--- config.mk ---
export PLATFORM = sky130hd
export DESIGN_NAME = uart_rx
export DESIGN_NICKNAME = d
export VERILOG_FILES = /design/src/rtl/uart_pkg.sv /design/src/rtl/uart_sync.sv /design/src/rtl/uart_rx.sv
export SDC_FILE = /design/constraint.sdc
export NUM_CORES = 1
export LEC_CHECK = 0
export ABC_AREA = 1
export CORE_MARGIN = 2
export CORE_UTILIZATION = 57
export CTS_CLUSTER_DIAMETER = 80
export CTS_CLUSTER_SIZE = 8
export DETAILED_ROUTE_END_ITERATION = 8
export GPL_TIMING_DRIVEN = 1
export HOLD_SLACK_MARGIN = 0.08
export PLACE_DENSITY = 0.79
export SLEW_MARGIN = 40
export SYNTH_ARGS = -nofsm -noshare
export SYNTH_HDL_FRONTEND = slang
export SYNTH_SLANG_ARGS = --single-unit
--- constraint.sdc ---
create_clock -name clk -period 3.4 [get_ports clk]
set_clock_uncertainty 0.05 [all_clocks]
set_input_delay 0.68 -clock clk [delete_from_list [all_inputs] [get_ports clk]]
set_output_delay 0.68 -clock clk [all_outputs]
set_load 0.02 [all_outputs]
--- src/rtl/uart_pkg.sv ---
// Shared UART types and helpers: receiver state encoding, data width, and the
// baud divider calculation used by both uart_tx and uart_rx.
package uart_pkg;

    localparam int DATA_BITS = 8;

    typedef enum logic [2:0] {
        WAIT_IDLE,
        IDLE,
        START,
        DATA,
        PARITY,
        STOP
    } uart_rx_state_t;

    // Clocks per bit, truncating.
    function automatic int baud_div(input int clk_freq, input int baud);
        return clk_freq / baud;
    endfunction

endpackage

--- src/rtl/uart_sync.sv ---
// N-stage flip-flop synchronizer for a single asynchronous bit, with a
// configurable reset value so an idle-high line does not look active after reset.
module uart_sync #(
    parameter int   STAGES  = 2,
    parameter logic RST_VAL = 1'b1
) (
    input  logic clk,
    input  logic rst,
    input  logic d,
    output logic q
);

    logic [STAGES-1:0] stage_reg;

    always_ff @(posedge clk) begin
        if (rst) begin
            stage_reg <= {STAGES{RST_VAL}};
        end else begin
            stage_reg <= {stage_reg[STAGES-2:0], d};
        end
    end

    assign q = stage_reg[STAGES-1];

endmodule

--- src/rtl/uart_rx.sv ---
// 8N1 UART receiver with mid-bit sampling and valid / framing-error strobes.
// Define UART_RX_PARITY_EN to add an even-parity bit and the o_parity_err strobe.
module uart_rx
    import uart_pkg::*;
#(
    parameter int CLK_FREQ = 50_000_000,
    parameter int BAUD     = 115200
) (
    input  logic                 clk,
    input  logic                 rst,
    input  logic                 i_uart_rx,
    output logic [DATA_BITS-1:0] o_data,
    output logic                 o_valid,
    output logic                 o_frame_err,
`ifdef UART_RX_PARITY_EN
    output logic                 o_parity_err,
`endif
    output logic                 o_busy
);

    localparam int BAUD_DIV = baud_div(CLK_FREQ, BAUD);
    localparam int CNT_W    = $clog2(BAUD_DIV);
    localparam int IDX_W    = $clog2(DATA_BITS);

    localparam logic [CNT_W-1:0] CNT_HALF = CNT_W'(BAUD_DIV / 2 - 1);
    localparam logic [CNT_W-1:0] CNT_LAST = CNT_W'(BAUD_DIV - 1);
    localparam logic [IDX_W-1:0] IDX_LAST = IDX_W'(DATA_BITS - 1);

    logic rx_sync;
    logic prev_reg;
    logic fall;

    uart_sync #(
        .STAGES (2),
        .RST_VAL(1'b1)
    ) u_sync (
        .clk(clk),
        .rst(rst),
        .d  (i_uart_rx),
        .q  (rx_sync)
    );

    uart_rx_state_t       state_reg,      state_next;
    logic [CNT_W-1:0]     cnt_reg,        cnt_next;
    logic [IDX_W-1:0]     bit_idx_reg,    bit_idx_next;
    logic [DATA_BITS-1:0] shift_reg,      shift_next;
    logic [DATA_BITS-1:0] data_reg,       data_next;
    logic                 valid_reg,      valid_next;
    logic                 frame_err_reg,  frame_err_next;
`ifdef UART_RX_PARITY_EN
    logic                 parity_bit_reg, parity_bit_next;
    logic                 parity_err_reg, parity_err_next;
`endif

    assign fall = prev_reg & ~rx_sync;

    always_ff @(posedge clk) begin
        if (rst) begin
            prev_reg       <= 1'b1;
            state_reg      <= WAIT_IDLE;
            cnt_reg        <= '0;
            bit_idx_reg    <= '0;
            shift_reg      <= '0;
            data_reg       <= '0;
            valid_reg      <= 1'b0;
            frame_err_reg  <= 1'b0;
`ifdef UART_RX_PARITY_EN
            parity_bit_reg <= 1'b0;
            parity_err_reg <= 1'b0;
`endif
        end else begin
            prev_reg       <= rx_sync;
            state_reg      <= state_next;
            cnt_reg        <= cnt_next;
            bit_idx_reg    <= bit_idx_next;
            shift_reg      <= shift_next;
            data_reg       <= data_next;
            valid_reg      <= valid_next;
            frame_err_reg  <= frame_err_next;
`ifdef UART_RX_PARITY_EN
            parity_bit_reg <= parity_bit_next;
            parity_err_reg <= parity_err_next;
`endif
        end
    end

    always_comb begin
        state_next      = state_reg;
        cnt_next        = cnt_reg;
        bit_idx_next    = bit_idx_reg;
        shift_next      = shift_reg;
        data_next       = data_reg;
        valid_next      = 1'b0;
        frame_err_next  = 1'b0;
`ifdef UART_RX_PARITY_EN
        parity_bit_next = parity_bit_reg;
        parity_err_next = 1'b0;
`endif
        case (state_reg)
            // A line held low through reset or a break must return high first.
            WAIT_IDLE: begin
                cnt_next = '0;
                if (rx_sync) begin
                    state_next = IDLE;
                end
            end
            IDLE: begin
                cnt_next = '0;
                if (fall) begin
                    state_next = START;
                end
            end
            START: begin
                if (cnt_reg == CNT_HALF) begin
                    cnt_next     = '0;
                    bit_idx_next = '0;
                    state_next   = rx_sync ? IDLE : DATA;
                end else begin
                    cnt_next = cnt_reg + CNT_W'(1);
                end
            end
            DATA: begin
                if (cnt_reg == CNT_LAST) begin
                    cnt_next   = '0;
                    shift_next = {rx_sync, shift_reg[DATA_BITS-1:1]};
                    if (bit_idx_reg == IDX_LAST) begin
`ifdef UART_RX_PARITY_EN
                        state_next = PARITY;
`else
                        state_next = STOP;
`endif
                    end else begin
                        bit_idx_next = bit_idx_reg + IDX_W'(1);
                    end
                end else begin
                    cnt_next = cnt_reg + CNT_W'(1);
                end
            end
`ifdef UART_RX_PARITY_EN
            PARITY: begin
                if (cnt_reg == CNT_LAST) begin
                    cnt_next        = '0;
                    parity_bit_next = rx_sync;
                    state_next      = STOP;
                end else begin
                    cnt_next = cnt_reg + CNT_W'(1);
                end
            end
`endif
            // Leaving at mid-stop-bit lets an immediately following start edge be caught.
            STOP: begin
                if (cnt_reg == CNT_LAST) begin
                    cnt_next = '0;
                    if (rx_sync) begin
                        state_next = IDLE;
`ifdef UART_RX_PARITY_EN
                        if ((^shift_reg) != parity_bit_reg) begin
                            parity_err_next = 1'b1;
                        end else begin
                            data_next  = shift_reg;
                            valid_next = 1'b1;
                        end
`else
                        data_next  = shift_reg;
                        valid_next = 1'b1;
`endif
                    end else begin
                        frame_err_next = 1'b1;
                        state_next     = WAIT_IDLE;
                    end
                end else begin
                    cnt_next = cnt_reg + CNT_W'(1);
                end
            end
            default: begin
                cnt_next   = '0;
                state_next = WAIT_IDLE;
            end
        endcase
    end

    assign o_data       = data_reg;
    assign o_valid      = valid_reg;
    assign o_frame_err  = frame_err_reg;
`ifdef UART_RX_PARITY_EN
    assign o_parity_err = parity_err_reg;
`endif
    assign o_busy       = (state_reg != IDLE);

endmodule

* Word-level counts from Yosys, hierarchy flattened
Index checks and enable logic that the tools add are counted.
Widths: inputs -> output; s select.
** Storage, ports and cells
- Flip-flop bits (word level) :: 36
- Output and inout port bits :: 11
** Cells by class
- $add $sub $neg :: 2
- Eq/ne operators :: 15
- Muxes and demuxes :: 18
- Bitwise logic cells :: 4
- Reductions and logical operators :: 8
** Operator list (number)
- $mux 3 :: 9
- $mux 9 :: 2
- $pmux 9 s2 :: 1
- $pmux 3 s5 :: 1
- $ne 2x2->1 const B :: 6
- $add 9x1->9 const B :: 1
- $eq 9x8->1 const B :: 1
- $eq 9x9->1 const B :: 1
- $eq 3x2->1 const B :: 2
- $eq 3x3->1 const B :: 2
- $pmux 3 s2 :: 1
- $reduce_and 6->1 :: 1
- $reduce_and 4->1 :: 1
- $add 3x1->3 const B :: 1
- $eq 3x1->1 const B :: 1
- $logic_not 3->1 :: 1
- $mux 1 :: 3
- $ne 3x1->1 const B :: 1
- $not 1->1 :: 3
- $reduce_and 3->1 :: 1
- $reduce_or 3->1 :: 1
- $mux 2 :: 1
- $ne 2x1->1 const B :: 1
- $reduce_and 2->1 :: 1
- 3 further kinds :: 3

* Logic depth before layout (Yosys ltp)
Gate-level depths: netlist of run 1.
- Depth in word-level cells :: 4
- Depth in mapped cells :: 10
- Mapped depth without buffers :: 10

* Cells and area by module
From an unflattened synthesis of run 1, not the netlist that was laid out.
** Unflattened totals
- Cell total of the unflattened synthesis :: 214
- Area total of the unflattened synthesis :: 1654.1 sq um
** Modules (own cells, without submodules)
- uart_rx :: instances 1, cells each 207, area each 1595.3 sq um, seq. area each 680.7 sq um
- uart_sync :: instances 1, cells each 7, area each 58.8 sq um, seq. area each 40.0 sq um

* Worst setup path before layout of run 1
Ideal clock, no wire load.
- Path kind :: flip-flop to flip-flop
- Start :: reg bit_idx_reg[0]
- End :: reg bit_idx_reg[0]
- Library setup time :: 0.115 ns
- Arrival time :: 1.321 ns
- Path slack :: 1.914 ns
- Stages on the path, launching flop included :: 8
- Buffers on the path :: 0
- Period minus slack after synthesis :: 1.486 ns
- Cells stage by stage :: dfxtp_1 > ha_1 > ha_1 > or2_2 > o21bai_4 > nand3_1 > nand2_1 > nor2_1
** Between the ends
- Word-level cells in the longest chain between the ends :: 4
** RTL lines
- start: declaration :: line uart_rx.sv:45 : logic [IDX_W-1:0] bit_idx_reg, bit_idx_next;
- start signal: assignment :: line uart_rx.sv:75 : bit_idx_reg <= bit_idx_next;
- $add 3x1->3 :: line uart_rx.sv:133 : bit_idx_next = bit_idx_reg + IDX_W'(1);
- $mux 3 :: line uart_rx.sv:126 : if (bit_idx_reg == IDX_LAST) begin
- $mux 3 :: line uart_rx.sv:123 : if (cnt_reg == CNT_LAST) begin
- $pmux 3 s2 :: line uart_rx.sv:99 : case (state_reg)
Parallel ways exist; a longest one is shown, timed or not. The select of a mux whose other input is x is not followed.
A chain may end at the register's enable or synchronous reset.

* Worst setup path in the final report of run 1
- Start :: reg state_reg[0]
- End :: out o_busy
** Between the ends
- Word-level cells in the longest chain between the ends :: 1
** RTL lines
- start: declaration :: line uart_rx.sv:43 : uart_rx_state_t state_reg, state_next;
- start signal: assignment :: line uart_rx.sv:73 : state_reg <= state_next;
- $ne 3x1->1 :: line uart_rx.sv:188 : assign o_busy = (state_reg != IDLE);
- end: declaration :: line uart_rx.sv:18 : output logic o_busy
Every way passes these cells.

==> metrics.md, run 1 <==
| Metric | Value |
|---|---|
| # diodes | `0` |
| Layout cells sized above 1 | `0.155` |
| Crit path launch type | `register` |
| First-pass GRT wire length | `~5.3 mm` |
| CTS resizes | `0` |
| Critical path required time | `2670 ps` |
| RR Startpoint | `cnt_reg[0]` |
| CTS Buf Count | `5` |
| Routed Antenna Nets | `0` |
| Distinct cells, synth | `29` |
| Pwr Total | `slightly above 1 mW` |
| Die area | `around 3400 sq um` |
| Largest net degree at the start of global routing | `17` |
| Grt total ovfl | `0` |
| Area contributors post-synth | `dfxtp_1 (44%), nor2_1 (7.3%), nand2_1 (6.3%)` |
| Post-Syn Nets | `approximately 210` |
| PnR worst setup slack | `about 950 ps` |
| Starting Density | `0.600` |
| Static Leakage | `0.800 nW` |
| Min-delay src | `u_sync.stage_reg[0]` |
| Drt total wl | `slightly below 3 mm` |
| Launch point of the critical path | `state_reg[0]` |
| CTS tree | `yes` |
| Area growth, synth to finish | `13.5%` |
| DIE HEIGHT | `between 50 and 60 microns` |
| Overall routing resource usage | `0.206` |
| Place WS | `roughly 1100 ps` |
| Max reg flops | `9` |
| Number of clock sinks | `36` |
| Antenna violations before repair | `0` |
| Hold WC Path Type | `register to register` |
| Vias in the first global route | `about 1300` |
| Crit path cell chain | `nand2_1, nor2_1, inv_1, clkdlybuf4s50_1` |
| H-tree depth | `2` |
| Post-Syn Area | `around 1700 sq um` |
| Wire per inst | `~12 microns` |
| # rows | `19` |
| I/O Buffers | `13` |
| Final Util | `0.681` |
| Top-area cell type share of the netlist area | `0.435` |
| Post-CTS Setup Repair Bufs | `0` |
| Outcome | `finished clean` |
| # DRC | `0` |
| Endpoints failing setup | `0` |
| Fin. Hold Viols | `0` |
| Synth Instances | `around 200` |
| Setup tns final | `0 ps` |
| Hold Buf Count CTS | `0` |
| Crit Path Class | `register to output pin` |
| Nets@finish | `227` |
| Fin. max-slew vios | `0` |
| Ports | `14` |
| Total placed cells including tap cells | `between 200 and 250` |
| Via-to-Cell Ratio | `roughly 5.3` |
| GPL Wtd Cong | `0.890` |
| Slew @ Worst Pin | `roughly 540 ps` |
| Min Tclk post-route | `between 2000 and 2500 ps` |
| Area leader, netlist | `dfxtp_1` |
| Drt first pass iters | `4` |
| Slew margin rel. | `0.641` |
| Critical path endpoint category | `output pin` |
| Die width | `57.9 microns` |
| Initial DRC Count | `43` |
| Slowest stage cell, crit path | `clkdlybuf4s50_1` |
| Fmax | `approximately 0.41 GHz` |
| Critical Path Max Stage Delay | `~530 ps` |
| PwrDens | `546 nW/um^2` |
| Worst-path clk slew | `roughly 100 ps` |
| DP Area | `between 1500 and 2000 sq um` |
| Period utilization | `0.720` |
| Final instance area | `1880 sq um` |
| Warnings, synthesis | `0` |
| Dpl hpwl | `2.19 mm` |
| Critical Path AT | `between 1500 and 2000 ps` |
| Max-Cap Viols | `0` |
| Syn avg cell area | `8.11 sq um` |
| FF+latch count, synth | `36` |
| Fin cells | `~250` |
| Via count | `~1300` |
| Peak VDD IR | `roughly 520 uV` |
| Final hold slack | `368 ps` |
| Post-synthesis sequential area ratio | `0.435` |
| Skew-Pair Late Insertion Delay | `around 340 ps` |
| Bufs on Longest Clock Path | `2` |
| Core ar. | `2760 sq um` |
| Root Driver | `clkbuf_4` |
| RSZ-0062 raised after global routing | `no` |
| Critical path peak fanout | `8` |
worst max-delay path: cells and delay by family (launching register included):
family	cells	cell delay, ps
buf+inv	2	590
flops	1	500
simple gates	2	290
cell type report:
| class | count | area (sq um) |
|---|---|---|
| clock buffers | 7 | 65.1 |
| flip-flops and latches | 36 | 721 |
| multi-input cells | 139 | 805 |
| clock inverters | 1 | 30.0 |
| inverters | 24 | 90.1 |
| repair buffers | 13 | 130 |
| fillers | 238 | 878 |
| well taps | 31 | 38.8 |
kinds of logic after synthesis:
kind of cell / after synthesis / share of synthesized area
fa+ha+maj: 5 / 0.0378
flops: 36 / 0.435
buf+inv: 29 / 0.0786
xor+xnor: 1 / 0.00529
simple gates: 99 / 0.313
compound gates: 34 / 0.130
report_power, final:
group	leakage, nW	switching, mW	internal [mW]
combinational	0.457	0.135	0.0827
clock	0.0515	0.140	0.195
sequential	0.291	0.0281	0.445
total	0.800	0.303	0.723
worst paths after layout:
path                         endpoint  slack, ps  cells past startpoint
hold reg to reg   u_sync.stage_reg[1]        370                      1
setup reg to reg            o_data[4]       1730                      7
setup / recovery               o_busy        950                      4
hold / removal    u_sync.stage_reg[1]        370                      1
cell usage in the layout (no fill, tap or decap), types with 3 or more instances in the layout:
master,netlist,layout
a211oi_1,6,6
a21oi_1,15,15
clkbuf_4,0,5
clkdlybuf4s50_1,0,13
dfxtp_1,36,36
ha_1,5,5
inv_1,22,22
nand2_1,28,28
nand2_2,4,4
nand3_1,9,9
nand4_1,5,5
nor2_1,32,32
nor2_2,4,4
nor3_1,4,4
nor3b_2,3,3
o21ai_0,6,6
o21ai_1,3,3
or2_2,4,4
cells in the mapped netlist:
| cell type | number |
|---|---|
| a211oi_1 | 6 |
| a211oi_2 | 2 |
| a21oi_1 | 15 |
| a31oi_1 | 1 |
| buf_1 | 1 |
| buf_2 | 2 |
| buf_6 | 1 |
| buf_8 | 1 |
| dfxtp_1 | 36 |
| ha_1 | 5 |
| inv_1 | 22 |
| inv_2 | 2 |
| nand2_1 | 28 |
| nand2_2 | 4 |
| nand2_4 | 2 |
| nand3_1 | 9 |
| nand3_2 | 1 |
| nand4_1 | 5 |
| nor2_1 | 32 |
| nor2_2 | 4 |
| nor2_4 | 1 |
| nor2_8 | 2 |
| nor3_1 | 4 |
| nor3b_2 | 3 |
| o21ai_0 | 6 |
| o21ai_1 | 3 |
| o21bai_4 | 1 |
| or2_2 | 4 |
| xnor2_1 | 1 |
per-layer routing:
layer  vias up  part of all wire  track usage
met2        27              0.46        0.328
met1       604              0.47        0.251
met3         9             0.038       0.0513
met4         0             0.026        0.126
li1        699                 -            -
met5         -                 0            0
No activity file was read; power rests on OpenSTA's default activity.
==> run 2, diff against run 1 <==
CORE_UTILIZATION = 51   (was 57)
PLACE_DENSITY = 0.74   (was 0.79)
clock period = 2.2 ns   (was 3.4 ns; I/O delays follow)
==> run 2 against run 1 <==
  * First-iteration DRC count grew 79%
  * Total power grew 41%
  * Setup slack lost 570 ps
==> metrics.md, run 2 (synthesis results as in run 1) <==
| Metric | Value |
|---|---|
| Crit path cell chain | `clkdlybuf4s50_1` |
| DP Area | `1810 sq um (+1.3%)` |
| Slew margin rel. | `0.719 (+0.0774)` |
| Dpl hpwl | `2.31 mm (+5.7%)` |
| Hold Buf Count CTS | `0 (unchanged)` |
| Grt total ovfl | `0 (unchanged)` |
| I/O Buffers | `13 (unchanged)` |
| Ports | `14 (unchanged)` |
| Root Driver | `clkbuf_4` |
| Via count | `1321 (-1.3%)` |
| Area growth, synth to finish | `13.3%` |
| Routed Antenna Nets | `0 (unchanged)` |
| Commonest non-fill, non-tap cell in the layout | `dfxtp_1` |
| Post-CTS Setup Repair Bufs | `0 (unchanged)` |
| Critical path endpoint category | `output pin` |
| Slowest stage cell, crit path | `clkdlybuf4s50_1` |
| Slew @ Worst Pin | `422 ps (-115 ps)` |
| Static Leakage | `0.789 nW (-1.3%)` |
| Peak VDD IR | `424 uV (-18%)` |
| # DRC | `0 (unchanged)` |
| Critical path peak fanout | `2 (-6)` |
| Bufs on Longest Clock Path | `2 (unchanged)` |
| Core ar. | `3080 sq um (+12%)` |
| Starting Density | `0.538 (-0.0625)` |
| Max-Cap Viols | `0 (unchanged)` |
| First-pass GRT wire length | `5.23 mm (-0.38%)` |
| H-tree depth | `2 (unchanged)` |
| Critical path buffer and inverter count | `1 (-1)` |
| Outcome | `finished clean` |
| Max reg flops | `9 (unchanged)` |
| Critical Path Max Stage Delay | `620 ps (+90 ps)` |
| GPL Wtd Cong | `0.780 (-12%)` |
| Worst-path clk slew | `110 ps (about the same)` |
| Drt first pass iters | `4 (unchanged)` |
| Crit Path Class | `register to output pin` |
| Vias in the first global route | `1231 (-4.4%)` |
| Delay-heaviest family, CP | `buffers and inverters` |
| Critical Path AT | `1330 ps (-390 ps)` |
| # diodes | `0 (unchanged)` |
| Overall routing resource usage | `0.194 (-0.0123)` |
| Min Tclk post-route | `between 1500 and 2000 ps` |
| Fmax | `0.550 GHz` |
| Drt total wl | `3.07 mm (+3.6%)` |
| Period utilization | `0.827` |
| Antenna violations before repair | `0 (unchanged)` |
| Area of the multi-input gates | `805 sq um (unchanged)` |
| Nets@finish | `228 (+0.44%)` |
| # rows | `20 (+1)` |
| Final Util | `0.609 (-0.0721)` |
| Die area | `3720 sq um (+11%)` |
| Register area | `723 sq um (+0.35%)` |
| Largest net degree at the start of global routing | `17 (unchanged)` |
| Die width | `61.0 microns (+5.3%)` |
| CTS tree | `yes` |
| Endpoints failing setup | `0 (unchanged)` |
| Pwr Total | `1.45 mW (+41%)` |
| Initial DRC Count | `77 (+79%)` |
| Critical path required time | `1710 ps (-960 ps)` |
| RSZ-0062 raised after global routing | `no` |
| Setup tns final | `0 ps (unchanged)` |
| Fin. Hold Viols | `0 (unchanged)` |
| Layout cells sized above 1 | `0.163 (+0.00835)` |
| PwrDens | `771 nW/um^2 (+41%)` |
| CTS Buf Count | `5 (unchanged)` |
| Commonest cells after routing, fill and taps aside | `dfxtp_1 (34), nor2_1 (32), nand2_1 (28), inv_1 (22), a21oi_1 (15)` |
| Crit path launch type | `register` |
| Final instance area | `1880 sq um (-0.20%)` |
| # fillers | `266 (+12%)` |
| Fin. max-slew vios | `0 (unchanged)` |
| Number of clock sinks | `36 (unchanged)` |
| Skew-Pair Late Insertion Delay | `340 ps (about the same)` |
| Via-to-Cell Ratio | `4.98 (-6.6%)` |
| Hold WC Path Type | `register to register` |
| Wire per inst | `11.6 microns (-1.8%)` |
| DIE HEIGHT | `61.0 microns (+5.3%)` |
## run 2: changes by cell type in the layout (fill, tap and decap cells not counted), sizes merged
cell	change
clkinvlp	+1
dlymetal6s2s	+1
buf	+1
clkdlybuf4s50	-1
bufinv	-1
## run 2: repair_timing
action	4_1_cts	5_1_grt
gates resized for setup	1	2
endpoints found under the setup margin	1	1
pin swaps	0	0
hold endpoints to repair	0	0
## run 2: path summary, 6_finish.rpt
kind                            slack, ps                start  cells past startpoint                  end
worst max register to register        550           cnt_reg[0]                      7            o_data[7]
worst max-delay path                  380            o_data[0]                      1            o_data[0]
worst min-delay path                  370  u_sync.stage_reg[0]                      1  u_sync.stage_reg[1]
worst min register to register        370  u_sync.stage_reg[0]                      1  u_sync.stage_reg[1]
## run 2: cell type report
type | instances | area share
multi-input cells | 139 | 0.429
flip-flops and latches | 36 | 0.386
repair buffers | 14 | 0.0747
inverters | 24 | 0.0480
clock buffers | 7 | 0.0294
well taps | 44 | 0.0294
clock inverters | 1 | 0.00400
## run 2: per-layer routing
metal,wire length [microns],global-route usage
met4,57,0.0870
met5,0,0
met1,1460,0.235
met3,107,0.0640
met2,1450,0.313
## run 2: per-stage QoR
step / setup slack (ps) / hold WS, ps / instances
3_3_place_gp: 412 / 342 / 257
2_1_floorplan: 714 / 339 / 204
6_report: 382 / 371 / 265
4_1_cts: 19.0 / 375 / 265
5_1_grt: 300 / 392 / 265
3_5_place_dp: 365 / 349 / 257
## run 2: where the power goes
part | leakage, nW | internal [mW] | switching, mW
sequential | 0.292 | 0.691 | 0.0423
clock | 0.0315 | 0.156 | 0.220
combinational | 0.466 | 0.127 | 0.208
